`config.mk`:
```
export PLATFORM = sky130hd
export DESIGN_NAME = half_adder
export DESIGN_NICKNAME = d
export VERILOG_FILES = /design/src/rtl/half_adder.sv
export SDC_FILE = /design/constraint.sdc
export NUM_CORES = 1
export LEC_CHECK = 0
export CAP_MARGIN = 25
export CORE_AREA = 2 2 39 41
export DETAILED_ROUTE_END_ITERATION = 10
export DIE_AREA = 0 0 41 43
export PLACE_DENSITY = 0.3
export SLEW_MARGIN = 10
export SYNTH_ARGS = -nofsm -noshare
export SYNTH_HDL_FRONTEND = slang
export SYNTH_SLANG_ARGS = --single-unit
```
`constraint.sdc`:
```
create_clock -name clk -period 0.8 [get_ports clk]
set_input_delay 0.16 -clock clk [delete_from_list [all_inputs] [get_ports clk]]
set_output_delay 0.16 -clock clk [all_outputs]
set_load 0.1 [all_outputs]
```
`src/rtl/half_adder.sv`:
```
// Bank of WIDTH independent half adders with a combinational result and an
// optional one-cycle registered copy qualified by a valid flag.
module half_adder #(
  parameter int unsigned WIDTH   = 1,
  parameter bit          REG_OUT = 1'b1
) (
  input  logic             clk,
  input  logic             rst,
  input  logic [WIDTH-1:0] a,
  input  logic [WIDTH-1:0] b,
  output logic [WIDTH-1:0] carry,
  output logic [WIDTH-1:0] sum,
  input  logic             in_valid,
  output logic [WIDTH-1:0] sum_q,
  output logic [WIDTH-1:0] carry_q,
  output logic             out_valid
);

  logic [WIDTH-1:0] w_sum;
  logic [WIDTH-1:0] w_carry;

  // Lanes are independent; no carry ever crosses a lane boundary.
  assign w_sum   = a ^ b;
  assign w_carry = a & b;
  assign sum     = w_sum;
  assign carry   = w_carry;

  generate
    if (REG_OUT) begin : g_reg
      logic [WIDTH-1:0] r_sum;
      logic [WIDTH-1:0] r_carry;
      logic             r_valid;

      always_ff @(posedge clk or posedge rst) begin
        if (rst) begin
          r_sum   <= '0;
          r_carry <= '0;
          r_valid <= 1'b0;
        end else begin
          r_valid <= in_valid;
          if (in_valid) begin
            r_sum   <= w_sum;
            r_carry <= w_carry;
          end
        end
      end

      assign sum_q     = r_sum;
      assign carry_q   = r_carry;
      assign out_valid = r_valid;
    end else begin : g_noreg
      logic w_unused;
      assign w_unused  = ^{clk, rst, in_valid};
      assign sum_q     = '0;
      assign carry_q   = '0;
      assign out_valid = 1'b0;
    end
  endgenerate

endmodule

```
==> flow_summary.json, run 1 <==
{
  "grt_pass1_wl_um": 476,
  "synth_area_um2": 114,
  "vias": 103,
  "nets": 27,
  "synthesis.nets": 13,
  "critPathMaxFanout": 2,
  "grt_overflow": 0,
  "p_per_area_mw_per_mm2": 2380,
  "synth.distinct_cells": 4,
  "grt_pass1_vias": 125,
  "critical_path_required_ps": 640,
  "clk_latency_ps": 230,
  "coreArea_mm2": 0.00138,
  "ys_top_cells_by_count": "dfrtp_1 (3), mux2_2 (2), ha_1 (1), inv_1 (1)",
  "avgSynthCellArea_um2": 16.3,
  "period_share_pct": 130,
  "dieArea_mm2": 0.00176,
  "path_delay_family": "flip-flops",
  "yosysMostFrequentCell": "dfrtp_1",
  "status": "finished, violations left",
  "final_layout_size_suffix_gt1_share_pct": 80.0,
  "endpoint_kind": "primary output",
  "grt_usage_pct": 4.72,
  "place_hpwl_um": 236,
  "clock_sinks": 3,
  "finalClockSkew_ps": 0,
  "slew_headroom_pct": 92.1,
  "critPathBufInv": 1,
  "post-place-ws_ps": -477,
  "initial_core_util_pct": 8.23,
  "utilization_pct": 23.5,
  "violations": "negative setup slack",
  "min_path_type": "input pin to async pin",
  "grt_max_degree": 4,
  "grt_setup_unrepaired": "true",
  "via_per_inst": 2.86,
  "synth_area_leaders": "dfrtp_1 (66%), mux2_2 (20%), ha_1 (11%), inv_1 (3.3%)",
  "max_stage_delay_ps": 480,
  "diodes": 0,
  "dieHeight_um": 43,
  "setup_viol": 6,
  "clk_pin_slew_ps": 40,
  "synthDominantCellAreaShare_pct": 65.9,
  "critPathArrivalTime_ps": 880,
  "ios": 10,
  "ys_seq_elements": 3,
  "ys_warn_count": 0,
  "drt_iter0_markers": 2,
  "path_cells": "buf_12",
  "async_reset_ff_share_pct": 100,
  "synth_enable_flop_cells": 0,
  "post_cts_buffers": 0,
  "area_growth_pct": 186,
  "crit_path_start_kind": "flip-flop",
  "port_buffers": 9,
  "drc": 0,
  "netlist_instances": 7,
  "cts_buffers": 3,
  "ant_nets": 0,
  "root_buffer": "clkbuf_4",
  "crit_slowest_cell": "dfrtp_4",
  "fin_ws_ps": -244,
  "die_w_um": 41,
  "post_drt_wl_per_cell_um": 7.36,
  "synth_top_cell_by_area": "dfrtp_1",
  "htree_levels": 1,
  "fmax_mhz": 958,
  "cts_buffer_depth": 2,
  "finalHoldViolations": 0,
  "finalMaxSlewViolations": 0,
  "fp-row-count": 14,
  "ys_seq_area_share_pct": 65.9,
  "cts_tree": "yes",
  "worst_ir_drop_vdd_uv": 742,
  "critical_path_class": "flip-flop to primary output",
  "synth_ff_type": "dfrtp_1",
  "place_area_um2": 298,
  "dr.pass1.iters": 2,
  "stdcell_area_um2": 325,
  "cap_viol_max_count": 0,
  "antenna_found_initial": 0,
  "fin_crit_ps": 1040,
  "routabilityCongestion": 0.633,
  "total_leakage_power_nw": 0.137,
  "routed_wl_um": 265,
  "tightest_slew_ps": 118
}
## layer usage
layer	global-route usage, %	vias to the layer above	part of all wire [%]	wire (um)
met4	4.00	0	0	0
met3	6.28	0	12	31
li1	-	49	-	-
met1	4.52	50	36	96
met2	4.69	4	52	137
met5	0	-	0	0
## flip-flops by register name, indices dropped and copies added (netlist names)
signal,cells
sum_q,1
out_valid,1
carry_q,1
## power by group
group / total, mW / internal [mW] / switching [mW]
Combinational: 0.322 / 0.125 / 0.198
Clock: 0.261 / 0.187 / 0.0740
Sequential: 0.192 / 0.177 / 0.0153
Total: 0.775 / 0.488 / 0.287
## placed cells by master, fill, tap and decap left out
master and instances:
buf_12 5, buf_6 2, clkbuf_1 1, clkbuf_4 3, clkdlybuf4s50_1 1, dfrtp_4 3, dlygate4sd2_1 1, ha_4 1
inv_1 1, mux2_2 2
## per-stage QoR
stage	TNS [ps]	hold WS [ps]	total power, mW	cells
floorplan	-441	-86.3	0.395	7
global placement	-1620	342	0.521	32
detailed placement	-1660	340	0.520	32
CTS	-922	93.6	0.792	36
global route	-1000	111	0.821	36
finish	-882	95.5	0.775	36
## final timing paths
kind	slack (ps)	start	cells after the start	to
max	-240	sum_q	1	sum_q
min	100	rst	2	sum_q
max reg2reg	-60	sum_q	1	sum_q
min reg2reg	590	carry_q	1	carry_q
max in group asynchronous	560	rst	2	carry_q
min in group clk	230	in_valid	1	out_valid
## what timing repair did
item | 4_1_cts | 5_1_grt
gates resized for setup | 11 | 0
cloned | 0 | 0
hold buffers | 0 | 0
pin swaps | 1 | 1
endpoints found under the setup margin | 7 | 6
## cell type report
| class | count | area (um2) |
|---|---|---|
| well taps | 16 | 20.0 |
| flip-flops and latches | 3 | 86.3 |
| clock buffers | 4 | 26.3 |
| repair buffers | 9 | 141 |
| fillers | 142 | 1060 |
| multi-input cells | 3 | 47.5 |
| inverters | 1 | 3.75 |
## kinds of logic (layout without fill, tap and decap cells)
logic type / count (synthesis) / in the layout / synth area share (%)
buffers and inverters: 1 / 14 / 3.29
muxes: 2 / 2 / 19.8
adders and majority gates: 1 / 1 / 11.0
DFF: 3 / 3 / 65.9
Power figures use the tool's default switching activity.
==> run 2, diff against run 1 <==
--- a/config.mk
+++ b/config.mk
@@ -10,7 +10,6 @@
 export DETAILED_ROUTE_END_ITERATION = 10
 export DIE_AREA = 0 0 41 43
 export PLACE_DENSITY = 0.3
-export SLEW_MARGIN = 10
 export SYNTH_ARGS = -nofsm -noshare
 export SYNTH_HDL_FRONTEND = slang
 export SYNTH_SLANG_ARGS = --single-unit
==> results of run 2 <==
Final layout, timing and power as in run 1 (identical DEF).
==> variant: new RTL, config.mk and constraints of run 1 <==
Add an input register stage for `a`, `b` and `in_valid`; this delays them by one clock. Comments in the files are not updated.
--- a/src/rtl/half_adder.sv
+++ b/src/rtl/half_adder.sv
@@ -16,12 +16,22 @@
   output logic             out_valid
 );
 
+  logic [WIDTH-1:0] a_q;
+  logic [WIDTH-1:0] b_q;
+  logic in_valid_q;
+
+  always_ff @(posedge clk) begin
+    a_q        <= a;
+    b_q        <= b;
+    in_valid_q <= in_valid;
+  end
+
   logic [WIDTH-1:0] w_sum;
   logic [WIDTH-1:0] w_carry;
 
   // Lanes are independent; no carry ever crosses a lane boundary.
-  assign w_sum   = a ^ b;
-  assign w_carry = a & b;
+  assign w_sum   = a_q ^ b_q;
+  assign w_carry = a_q & b_q;
   assign sum     = w_sum;
   assign carry   = w_carry;
 
@@ -37,8 +47,8 @@
           r_carry <= '0;
           r_valid <= 1'b0;
         end else begin
-          r_valid <= in_valid;
-          if (in_valid) begin
+          r_valid <= in_valid_q;
+          if (in_valid_q) begin
             r_sum   <= w_sum;
             r_carry <= w_carry;
           end
@@ -50,7 +60,7 @@
       assign out_valid = r_valid;
     end else begin : g_noreg
       logic w_unused;
-      assign w_unused  = ^{clk, rst, in_valid};
+      assign w_unused  = ^{clk, rst, in_valid_q};
       assign sum_q     = '0;
       assign carry_q   = '0;
       assign out_valid = 1'b0;
Function: changed (Yosys sat finds a counterexample within 4 cycles, from zero or initial values and one cycle with rst high).
==> variant against run 1 <==
The flow still finishes with violations (negative setup slack); sequential cell count grew 3; clock skew grew 7.8 ps; register-to-register slack got worse by 180 ps; die area is the same; cell area up 29%; combinational power is 9.9% higher; power up 30%; core utilization up 6.9 points; sequential share of layout area up 8.9 points; setup slack worse by 110 ps; wire length is 30% higher; first-iteration DRC count down 100%; synthesized area rose by 53%.
==> variant: results (changes against run 1) <==
global-route wire length before repair 641 microns (was 476 microns); share of the yosys chip area belonging to registers 77.7% (was 65.9%); routed wl met3 28 microns (was 31 microns); H-Tree Level Count 1 (unchanged); achievable frequency 864 MHz (was 958 MHz); IR Drop Worst-Case VDD 922 uV (was 742 uV); number of nets produced by synthesis 16 (was 13); number of warning messages in the yosys log 0 (unchanged); final estimated routing congestion in global placement 0.627 (was 0.633); Detailed Route Iter0 Violations 0 (was 2); clock tree skew after final layout 7.76 ps (was 0 ps); share of synthesized registers carrying an async set or reset 50.0% (was 100%); number of input and output port buffers inserted 9 (unchanged); number of antenna violations at the first check in global routing 0 (unchanged); vias in the first global route 161 (was 125); wire length on met2 181 microns (was 137 microns); outcome finished, violations left (unchanged); violated checks negative setup slack (unchanged); final antenna diode count 0 (unchanged); Post-synth top cells sky130_fd_sc_hd__dfrtp_1, sky130_fd_sc_hd__dfxtp_1, sky130_fd_sc_hd__mux2_2 (was sky130_fd_sc_hd__dfrtp_1, sky130_fd_sc_hd__mux2_2, sky130_fd_sc_hd__ha_1, sky130_fd_sc_hd__inv_1); maximum buffer depth of the clock tree 2 (unchanged); largest fanout on the critical path 2 (unchanged); worst-case reg-to-reg path depth 3 (was 1); Hold Crit Class in -> async (unchanged); clock slew at the register clock pins of the worst setup and hold paths 50 ps; leakage power of the design 0.180 nW (was 0.137 nW); distinct cell type count after synthesis 5 (was 4); met1 wire length 128 microns (was 96 microns); Layout Nets 33 (was 27); DP HPWL 245 microns (was 236 microns); number of buffers created by CTS 3 (unchanged); largest net degree at the start of global routing 5 (was 4); number of vias in the routed layout 137 (was 103); cell types with the largest area share after synthesis sky130_fd_sc_hd__dfrtp_1, sky130_fd_sc_hd__dfxtp_1, sky130_fd_sc_hd__mux2_2, sky130_fd_sc_hd__ha_1, sky130_fd_sc_hd__inv_1 (was sky130_fd_sc_hd__dfrtp_1, sky130_fd_sc_hd__mux2_2, sky130_fd_sc_hd__ha_1, sky130_fd_sc_hd__inv_1); Post-Route WL 345 microns (was 265 microns); total of endpoints with negative setup slack in the final report 7 (was 6); total iterations of the first detailed-routing run 1 (was 2); transition time at the pin with the least slew margin 148 ps (was 118 ps); final setup slack of the worst path -357 ps (was -244 ps); global-route usage over all layers 6.14% (was 4.72%); root buffer selected by CTS sky130_fd_sc_hd__clkbuf_4 (unchanged); CP Data Arrival Time 1000 ps (was 880 ps); top flip-flop cell by instance count after synthesis sky130_fd_sc_hd__dfxtp_1 (was sky130_fd_sc_hd__dfrtp_1); latest clock arrival within the worst-skew pair between 200 and 250 ps; critical setup path kind reg -> out (unchanged); Max Used Layer met4 (was met3); ratio of cells with drive above 1 in the final layout 73.1% (was 80.0%)
-- variant: cell families after synthesis --
kind of cell / count (synthesis) / share of synthesized area, %
fa+ha+maj: 1 / 7.19
buf+inv: 1 / 2.16
flops: 6 / 77.7
mux: 2 / 12.9
-- variant: area by class of cell --
cell class	instances	area, sq um
Sequential cell	6	149
Inverter	1	3.75
Multi-Input combinational cell	3	55.1
Fill cell	139	963
Tap cell	16	20.0
Clock buffer	4	26.3
Timing Repair Buffer	12	166
-- variant: worst paths after layout --
kind / from / to / slack, ps
min in group clk: in_valid / in_valid_q / 360
worst min-delay path: rst / out_valid / 90
max in group asynchronous: rst / carry_q / 560
worst max-delay path: b_q / sum / -360
worst min register to register: in_valid_q / out_valid / 390
worst max register to register: b_q / sum_q / -240
-- variant: worst max-delay path, stage by stage (launching register included) --
cell and delay [ps]:
sky130_fd_sc_hd__dfxtp_2 320, sky130_fd_sc_hd__ha_4 270, sky130_fd_sc_hd__buf_12 160
-- variant: stage by stage --
stage                     util (%)  instances  setup TNS, ps  cell area (sq um)  setup slack, ps
after floorplan                  -         10           -606                206             -258
after global placement        26.5         35           -300                367             -126
after detailed placement      26.5         35           -317                367             -128
after CTS                     30.4         42          -1860                420             -373
after global routing          30.4         42          -1980                420             -392
final                         30.4         42          -1780                420             -357
-- variant: timing repair --
item	CTS	global route
setup buffers	3	0
setup endpoints to repair	7	7
resized for setup	2	0
pin swaps	1	1
-- variant: layer usage --
metal,GRT usage (%),vias to the layer above
li1,-,65
met1,6.17,62
met2,7.50,8
met3,3.14,2
met4,8.00,0
met5,0,-
-- variant: power by group --
part | switching, mW | total [mW] | leakage (nW) | internal, mW
sequential | 0.0227 | 0.358 | 0.0583 | 0.336
combinational | 0.199 | 0.354 | 0.107 | 0.155
clock | 0.110 | 0.299 | 0.0150 | 0.189
